File: config.mk
export PLATFORM = sky130hd
export DESIGN_NAME = uop_queue
export DESIGN_NICKNAME = d
export VERILOG_FILES = /design/src/rtl/uop_queue.sv
export SDC_FILE = /design/constraint.sdc
export NUM_CORES = 1
export LEC_CHECK = 0
export ABC_AREA = 1
export ABC_CLOCK_PERIOD_IN_PS = 13220
export BUFFER_PORTS_ARGS = -buffer_cell sky130_fd_sc_hd__clkbuf_2
export CORE_UTILIZATION = 55
export CTS_CLUSTER_SIZE = 10
export DETAILED_ROUTE_END_ITERATION = 6
export GPL_TIMING_DRIVEN = 1
export MAX_ROUTING_LAYER = met4
export PLACE_DENSITY = 0.86
export REMOVE_ABC_BUFFERS = 1
export SETUP_SLACK_MARGIN = 0.05
export SLEW_MARGIN = 20
export SYNTH_ARGS = -nofsm -noshare
export SYNTH_HDL_FRONTEND = slang
export SYNTH_SLANG_ARGS = --single-unit
File: constraint.sdc
create_clock -name clock -period 13.22 [get_ports clock]
set_input_delay 2.644 -clock clock [delete_from_list [all_inputs] [get_ports clock]]
set_output_delay 2.644 -clock clock [all_outputs]
set_load 0.02 [all_outputs]
File: src/rtl/uop_queue.sv
// uop_queue: DEPTH-entry decoupling FIFO for packed micro-ops between IDU and EXU.
// Ports: clock/reset (sync, active-low), flush (redirect), in_valid/in_ready/in_uop
// (producer side), out_valid/out_ready/out_uop (consumer side), count (occupancy),
// sys_pending (a stored system uop is waiting to issue).
module uop_queue #(
    parameter int DEPTH     = 4,
    parameter int UOP_W     = 181,
    parameter int SYS_BIT   = 25,
    parameter int BYPASS    = 1,
    parameter int SERIALIZE = 1
) (
    input  logic                     clock,
    input  logic                     reset,
    input  logic                     flush,
    input  logic                     in_valid,
    output logic                     in_ready,
    input  logic [UOP_W-1:0]         in_uop,
    output logic                     out_valid,
    input  logic                     out_ready,
    output logic [UOP_W-1:0]         out_uop,
    output logic [$clog2(DEPTH):0]   count,
    output logic                     sys_pending
);

    localparam int PW = $clog2(DEPTH);
    localparam int CW = PW + 1;

    logic [UOP_W-1:0] mem_q [DEPTH];
    logic [PW-1:0]    rd_q, rd_d;
    logic [PW-1:0]    wr_q, wr_d;
    logic [CW-1:0]    cnt_q, cnt_d;
    logic             sys_q, sys_d;

    logic empty, full, is_sys;
    logic enq, deq, byp;
    logic wr_en, rd_en;

    always_comb begin
        empty  = (cnt_q == '0);
        full   = (cnt_q == CW'(DEPTH));
        is_sys = in_uop[SYS_BIT];

        // in_ready never looks at out_ready: no ready-to-ready path.
        in_ready = !full && !flush && !sys_q;
        if ((SERIALIZE != 0) && is_sys && !empty) begin
            in_ready = 1'b0;
        end

        enq = in_valid && in_ready;
        byp = (BYPASS != 0) && empty && enq;

        out_valid = !empty || byp;
        out_uop   = byp ? in_uop : mem_q[rd_q];
        deq       = out_valid && out_ready;

        // A bypassed uop taken by the consumer is never written.
        wr_en = enq && !(byp && out_ready);
        // Only stored entries are popped from storage.
        rd_en = deq && !empty;
    end

    always_comb begin
        rd_d  = rd_q + PW'(rd_en);
        wr_d  = wr_q + PW'(wr_en);
        cnt_d = cnt_q + CW'(wr_en) - CW'(rd_en);

        // A stored system uop sits alone in the queue, so any pop
        // while sys_q is set retires it.
        sys_d = sys_q;
        if (rd_en) begin
            sys_d = 1'b0;
        end
        if (wr_en && is_sys && (SERIALIZE != 0)) begin
            sys_d = 1'b1;
        end

        if (flush) begin
            rd_d  = '0;
            wr_d  = '0;
            cnt_d = '0;
            sys_d = 1'b0;
        end
    end

    always_ff @(posedge clock) begin
        if (!reset) begin
            rd_q  <= '0;
            wr_q  <= '0;
            cnt_q <= '0;
            sys_q <= 1'b0;
        end else begin
            rd_q  <= rd_d;
            wr_q  <= wr_d;
            cnt_q <= cnt_d;
            sys_q <= sys_d;
        end
    end

    always_ff @(posedge clock) begin
        if (reset && wr_en) begin
            mem_q[wr_q] <= in_uop;
        end
    end

    assign count       = cnt_q;
    assign sys_pending = sys_q;

endmodule

## After elaboration in Yosys (flattened, before gate mapping)

Memories as Yosys holds them, arrays and structs flattened. A register that Yosys moved wholly into a read port is not among the register bits.
Index checks and enable logic that the tools add are counted.

| word-level totals | value |
|---|---|
| memories kept | 1 |
| register bits | 8 |
| memory bits (writable) | 724 |
| output and inout bits | 187 |
| logic and storage cells | 38 |

Memories:

| memory | words | bits a word | read ports | clocked after Yosys merged registers in | wr ports | line | RTL |
|---|---|---|---|---|---|---|---|
| mem_q | 4 | 181 | 1 | 1 | 1 | 28 | `logic [UOP_W-1:0] mem_q [DEPTH];` |

| cells by class | value |
|---|---|
| add/sub/neg operators | 4 |
| muxes and demuxes | 7 |
| reductions and logical operators | 20 |
| equal/unequal tests | 1 |
| bitwise logic cells | 1 |

Operator list:

| cell | number |
|---|---|
| 2-to-1 mux 181 bit | 1 |
| logical AND 1 bit | 11 |
| logical NOT 1 bit | 5 |
| 2-to-1 mux 1 bit | 5 |
| adder 2 x 1 -> 2 bit | 2 |
| adder 3 x 1 -> 3 bit | 1 |
| equality test 3 bit (second input constant) | 1 |
| logical NOT 3 bit | 1 |
| subtractor 3 x 1 -> 3 bit | 1 |
| 2-to-1 mux 2 bit | 1 |
| nonzero test 2 bit | 1 |
| OR reduction 2 bit | 1 |
| logical OR 1 bit | 1 |
| inverter 1 bit | 1 |

## Logic depth before layout (Yosys ltp)

Gate-level depths: netlist of run 1.

| logic depth | value |
|---|---|
| depth in word-level cells | 13 |
| mapped depth | 10 |
| depth with buffers taken out | 10 |

## Worst setup path before layout of run 1

No wires, ideal clock.

| path | value |
|---|---|
| path kind | input to register |
| from | in in_uop[25] |
| to | mem mem_q[0][0] (enable) |
| setup slack | 1775 ps |
| arrival | 10721 ps |
| library setup time | 724 ps |
| path buffers | 0 |
| cell stages on the path | 7 |
| data required time | 12496 ps |
| cell sequence | inv_1 -> o21ai_1 -> nand2_1 -> nand4_1 -> nor2_1 -> nand2_1 -> nor2_1 |

| between the ends | value |
|---|---|
| cells in the longest elaborated chain, start to end | 10 |

Ends and longest elaborated chain:

| item | line | RTL |
|---|---|---|
| from (decl) | 17 | `input logic [UOP_W-1:0] in_uop,` |
| logical AND 1 bit * | 45 | `if ((SERIALIZE != 0) && is_sys && !empty) begin` |
| 2-to-1 mux 1 bit * | 45 |  |
| logical AND 1 bit * | 49 | `enq = in_valid && in_ready;` |
| logical AND 1 bit | 50 | `byp = (BYPASS != 0) && empty && enq;` |
| logical AND 1 bit | 57 | `wr_en = enq && !(byp && out_ready);` |
| logical NOT 1 bit | 57 |  |
| logical AND 1 bit * | 57 |  |
| logical AND 1 bit * | 100 | `if (reset && wr_en) begin` |
| 2-to-1 mux 1 bit * | 100 |  |
| 2-to-1 mux 1 bit (implied by the code) * | 101 | `mem_q[wr_q] <= in_uop;` |
| to (decl) | 28 |  |

Every way passes the cells marked *; elsewhere a longest branch is shown, timed or not.

## Final worst setup path of run 1

| path | value |
|---|---|
| from | in in_uop[25] |
| to | out out_uop[95] |

| between the ends | value |
|---|---|
| cells in the longest elaborated chain, start to end | 5 |

Ends and longest elaborated chain:

| item | line | RTL |
|---|---|---|
| logical AND 1 bit | 45 |  |
| 2-to-1 mux 1 bit | 45 |  |
| logical AND 1 bit | 49 |  |
| logical AND 1 bit | 50 |  |
| 2-to-1 mux 181 bit | 53 | `out_uop = byp ? in_uop : mem_q[rd_q];` |
| to (decl) | 20 | `output logic [UOP_W-1:0] out_uop,` |

No other way between the ends.

==> run summary, run 1 <==
via count: 20,800
pwr dens: 147 mW/mm^2
fin cells: 3,607
Initial Util: 0.561
Register-to-Register Path Depth: 9
Final Cell Area: 0.0343 mm^2
post-synth top area share: 0.731
core area: 0.0530 mm^2
origin of the worst setup path: in_uop[25]
outcome: complete, no violations
TritonCTS clock tree: yes
die area: 0.0550 mm^2
final hold vios: 0
VDD IR-drop max: 0.000132 V
hold wc startpoint: sys_pending$_SDFFE_PP0P_
Slew headroom: 0.270
maxcap violations: 0
Clock transition at path regs: 50 ps
die height: 234 um
Pins Over Slew Limit: 0
Net Sw Frac: 0.231
Critical path buffers and inverters: 5
final RePlAce weighted congestion: 0.827
layout cell share with drive strength beyond 1: 0.172
Main synth FF type: edfxtp_1
critical register-to-register path startpoint: count[1]$_SDFF_PP0_
most common cell in the netlist: edfxtp_1
data required time at the worst endpoint: 10,580 ps
Yosys warning count: 0
part of the Yosys area used for sequential elements: 0.737
register bit total from synthesis: 732
clk_skew: 17.6 ps
LEAKAGE: 12.9 nW
sequential power share: 0.513
Setup Buffers After CTS: 0
xor-xnor portion of the synthesized cell area: 0.000884
DRT iter0 DRCs: 2,197
asr flop ratio synth: 0
arrival time at the worst endpoint: 5420 ps
hold_buf cts: 0
DP HPWL: 37,900 um
post-DR vias/cell: 5.77
IO Port Bufs: 372
count of cell types in the netlist: 22
Worst Path Max Fanout: 94
CTS Buffer Depth: 3
DRC viols: 0
CP cell instances: clkbuf_2 -> inv_1 -> o21ai_1 -> a21boi_2 -> nand3_4 -> inv_6 -> buf_4 -> nand2_1 -> nand2_1 -> clkbuf_2
Slew @ Worst Pin: 1100 ps
vias in the first global route: 20,300
top cells by area, synth: edfxtp_1 (73%), o21ai_0 (7.4%), nor2_1 (7.1%)
Avg Cell Area, Syn: 11.5 um^2
chip width: 234 um
Compound-Gate Fraction of Synth Area: 0.0923
Routed Antenna Nets: 0
Worst path top cell family by delay: buffers and inverters
final net count: 3,093
Cells after DPL: 3,504
commonest cells in the synthesized netlist: edfxtp_1 (724), nor2_1 (561), nand2_1 (548)
Simple-Gate Fraction of Synth Area: 0.141
Int Pwr: 3.87 mW
critical path startpoint category: primary input
post-cts sizing count: 0
critical path's slowest cell: buf_4
detailed-router iteration count before antenna repair: 6
Final period util: 0.610
RR Endpoint: mem_q[3][8]$_DFFE_PP_
Clock H-tree levels: 3
largest net degree at the start of global routing: 157
combinational group share of total power: 0.084
clock network power share: 0.404
reg2reg setup slack: 9290 ps
unrepaired setup endpoints after global routing: no
worst-skew pair later-pin latency: 620 ps
fill count: 3,670
Layout area overhead: 15.4%
Rows: 84
Adder-Cell Fraction of Synth Area: 0.00236
f_max: 124 MHz
synthesized netlist cell count: 2,579
Worst Hold Class: reg2reg
Clock Sinks: 732
io pins: 373
multiplexer share of the synthesized area: 0
Antenna diodes: 0
post-synth top area cell: edfxtp_1
Core Util, Final: 0.648
drt total wl: 68,900 um
# setup viols final: 0
Global Route Usage Sum: 0.252
initial antenna violation count: 0
Post-synth EDFFs: 724
element type at the critical path end: output pin
largest family of logic cells by synthesized area: simple AND/OR/NAND/NOR gates
GRT overflow: 0
CP endpoint: out_uop[95]
Post-Syn Area: 0.0297 mm^2
WS Path Type: in2out
clock root cell: clkbuf_16
final setup TNS: 0 ps
Wirelength per Cell: 19.1 um
Crit path depth: 10
Period minus WS final: 8060 ps
switching power: 1.16 mW
first-pass GRT wire length: 104,000 um
area post-placement: 0.0320 mm^2
Max stage delay on crit path: 790 ps
TritonCTS buffer count: 84
[stage by stage]
| stage | hold WS (ps) | total power, mW | worst slack [ps] |
|---|---|---|---|
| after floorplan | 519 | 2.88 | -4600 |
| after global placement | 578 | 3.03 | 5520 |
| after detailed placement | 589 | 3.04 | 5330 |
| after CTS | 603 | 5.06 | 5260 |
| after global routing | 668 | 5.19 | 5040 |
| final | 609 | 5.03 | 5160 |
[state kept, by name (all words and copies together) (netlist names)]
signal	flops
mem_q	724
count	3
rd_q	2
wr_q	2
sys_pending	1
[cell usage in the layout (no fill, tap or decap), drive strengths merged]
| cell | n |
|---|---|
| fa | 1 |
| nand3 | 2 |
| edfxtp | 724 |
| or2 | 2 |
| a21oi | 1 |
| dfxtp | 8 |
| a21boi | 1 |
| xor2 | 1 |
| buf | 25 |
| bufinv | 1 |
| xnor2 | 2 |
| clkinv | 5 |
| clkbuf | 466 |
| inv | 21 |
| o21ai | 545 |
| nor2 | 561 |
| nand2 | 548 |
| ha | 4 |
| nand4 | 1 |
[power groups by stage]
stage,logic [mW],clock network (mW),registers (mW)
6_report,0.421,2.03,2.58
3_5_place_dp,0.416,0,2.63
2_1_floorplan,0.243,0,2.64
5_1_grt,0.459,2.15,2.58
3_3_place_gp,0.402,0,2.62
4_1_cts,0.420,2.06,2.58
[worst min-delay path by stage]
stage,end,depth (start not counted)
6_report,sys_pending$_SDFFE_PP0P_,4
5_1_grt,wr_q[1]$_SDFF_PP0_,2
4_1_cts,sys_pending$_SDFFE_PP0P_,4
3_5_place_dp,sys_pending$_SDFFE_PP0P_,4
3_3_place_gp,sys_pending$_SDFFE_PP0P_,4
2_1_floorplan,wr_q[1]$_SDFF_PP0_,2
[cell type report]
cell class,instances,area [um^2],area share
sequential,732,21900,0.639
multi-input combinational,1669,7070,0.206
clock buffer,94,2180,0.0636
timing repair buffer,397,2050,0.0597
tap,688,861,0.0251
clock inverter,9,150,0.00438
inverter,18,80.1,0.00233
[cell families after synthesis]
| group | after synthesis |
|---|---|
| AOI/OAI and AO/OA | 547 |
| xor gates and xnor gates | 3 |
| adders and majority gates | 5 |
| buffers and inverters | 178 |
| DFF | 732 |
| and+or+nand+nor | 1114 |
[per-layer routing]
layer | up-vias | track usage | wire (um)
met5 | - | - | 0
met4 | 0 | 0.111 | 2060
met3 | 165 | 0.0409 | 5660
met2 | 1074 | 0.409 | 34900
met1 | 9998 | 0.313 | 26300
li1 | 9558 | - | -
[worst reg2reg max path: stages, from the launching register on]
cell and delay (ps):
dfxtp_1 360, nor2_1 160, nand2_1 140, nand2_1 100
nand4_1 190, nor2_1 220, nand2_1 170, nor2_4 750
buf_4 590, buf_4 790
(Power assumes the default switching activity.)
==> run 2: changes to the inputs <==
--- a/config.mk
+++ b/config.mk
@@ -6,7 +6,7 @@
 export NUM_CORES = 1
 export LEC_CHECK = 0
 export ABC_AREA = 1
-export ABC_CLOCK_PERIOD_IN_PS = 13220
+export ABC_CLOCK_PERIOD_IN_PS = 7970
 export BUFFER_PORTS_ARGS = -buffer_cell sky130_fd_sc_hd__clkbuf_2
 export CORE_UTILIZATION = 55
 export CTS_CLUSTER_SIZE = 10
==> constraint.sdc (replaced) <==
create_clock -name clock -period 7.97 [get_ports clock]
set_input_delay 1.594 -clock clock [delete_from_list [all_inputs] [get_ports clock]]
set_output_delay 1.594 -clock clock [all_outputs]
set_load 0.02 [all_outputs]
==> run 2 against run 1 <==
  * Setup slack lost 3000 ps
  * Sequential share of layout area grew 0.12 points
  * Critical path type unchanged
  * Via count is 0.98% lower
  * Combinational power up 65%
==> run summary, run 2 (same netlist as run 1, synthesis figures left out) <==
GRT overflow: 0 (unchanged)
CTS Buffer Depth: 3 (unchanged)
TritonCTS clock tree: yes
final net count: 3,092 (-0.032%)
DRT iter0 DRCs: 2,169 (-1.3%)
Clock H-tree levels: 3 (unchanged)
register area: 0.0219 mm^2 (unchanged)
Setup Buffers After CTS: 0 (unchanged)
critical path startpoint category: primary input
chip width: 234 um (unchanged)
Rows: 84 (unchanged)
final hold vios: 0 (unchanged)
Pwr Total: 8.22 mW (+63%)
maxcap violations: 0 (unchanged)
first-pass GRT wire length: 102,000 um (-2.2%)
largest net degree at the start of global routing: 207 (+32%)
Clock Sinks: 732 (unchanged)
Period minus WS final: 5760 ps
core area: 0.0530 mm^2 (unchanged)
Clock transition at path regs: 50 ps (about the same)
clk_skew: 21.4 ps (+3.75 ps)
DRC viols: 0 (unchanged)
pwr dens: 240 mW/mm^2 (+64%)
LEAKAGE: 12.9 nW (-0.30%)
vias in the first global route: 19,900 (-2.1%)
final RePlAce weighted congestion: 0.797 (-3.6%)
Worst Hold Class: reg2reg
unrepaired setup endpoints after global routing: no
Initial Util: 0.561 (unchanged)
TritonCTS buffer count: 83 (-1.2%)
post-cts sizing count: 0 (unchanged)
fin worst setup slack: 2210 ps (-2950 ps)
die area: 0.0550 mm^2 (unchanged)
fin cells: 3,606 (-0.028%)
Wirelength per Cell: 18.6 um (-2.7%)
data required time at the worst endpoint: 6380 ps (-4200 ps)
hold_buf cts: 0 (unchanged)
area of the multi-input gates: 0.00707 mm^2 (unchanged)
dpl ws: 2290 ps (-3040 ps)
element type at the critical path end: output pin
Slew @ Worst Pin: 1280 ps (+180 ps)
Global Route Usage Sum: 0.245 (-0.00645)
# setup viols final: 0 (unchanged)
Cells on Worst Hold Path: 3 (-1)
IO Port Bufs: 372 (unchanged)
layout cell share with drive strength beyond 1: 0.171 (-0.00119)
DP HPWL: 37,400 um (-1.3%)
VDD IR-drop max: 0.000220 V (+67%)
f_max: 174 MHz
worst-skew pair later-pin latency: 610 ps (about the same)
Cells after DPL: 3,504 (unchanged)
drt total wl: 67,000 um (-2.7%)
detailed-router iteration count before antenna repair: 5 (-1)
outcome: complete, no violations
Layout area overhead: 15.2%
max FFs per register: 724 (unchanged)
Biggest register: mem_q
commonest non-fill, non-tap cells in the layout: edfxtp_1 (724), nor2_1 (557), nand2_1 (548), o21ai_0 (441), clkbuf_2 (372)
Slew headroom: 0.150 (-0.120)
Pins Over Slew Limit: 0 (unchanged)
WS Path Type: in2out
most common cell after layout, fill and taps aside: edfxtp_1
via count: 20,600 (-0.98%)
fill count: 3,753 (+2.3%)
Final period util: 0.723
initial antenna violation count: 2 (+2)
Worst Path Max Fanout: 92 (-2.1%)
post-DR vias/cell: 5.71 (-0.95%)
Register-to-Register Path Depth: 9 (unchanged)
Routed Antenna Nets: 0 (unchanged)
arrival time at the worst endpoint: 4170 ps (-1250 ps)
final setup TNS: 0 ps (unchanged)
clock root cell: clkbuf_16
io pins: 373 (unchanged)
die height: 234 um (unchanged)
## run 2: cell types whose count changed in the layout (fill, tap and decap cells not counted), sizes merged
cell	previous run	this run
clkbuf	466	465
inv	21	20
diode	0	2
bufinv	1	0
## run 2: report_power, final
part	internal, mW	switching (mW)	leakage, nW
clock	1.87	1.37	1.08
sequential	4.27	0.0112	6.59
combinational	0.196	0.499	5.24
## run 2: layout make-up
cell class	instances	area share
flip-flops and latches	732	0.640
multi-input cells	1669	0.207
clock buffers	93	0.0624
repair buffers	397	0.0613
well taps	688	0.0251
inverters	18	0.00234
clock inverters	7	0.00219
diodes	2	0.000146
## run 2: final timing paths
kind	end	slack, ps	from
max reg2reg	mem_q[1][114]$_DFFE_PP_	4790	count[1]$_SDFF_PP0_
min reg2reg	count[2]$_SDFF_PP0_	620	count[2]$_SDFF_PP0_
min	count[2]$_SDFF_PP0_	620	count[2]$_SDFF_PP0_
max	out_uop[107]	2210	in_uop[25]
## run 2: worst max-delay path, stage by stage
cell and delay, ps:
clkbuf_2 110, inv_1 90, o21ai_1 100, a21boi_2 250, nand3_4 360, inv_6 660
buf_12 360, nand2_1 130, nand2_1 110, clkbuf_2 180
## run 2: routing by layer
metal,part of all wire,up-vias,track usage
li1,-,9552,-
met1,0.38,9974,0.298
met2,0.51,944,0.404
met3,0.083,121,0.0506
met4,0.025,0,0.0952
met5,0,-,-
## run 2: through the flow
| stage | hold WS (ps) | cell area [um^2] | utilization |
|---|---|---|---|
| after floorplan | 519 | 29000 | - |
| after global placement | 572 | 32000 | 0.605 |
| after detailed placement | 608 | 32000 | 0.605 |
| after CTS | 617 | 34200 | 0.646 |
| after global routing | 654 | 34200 | 0.646 |
| final | 622 | 34200 | 0.646 |
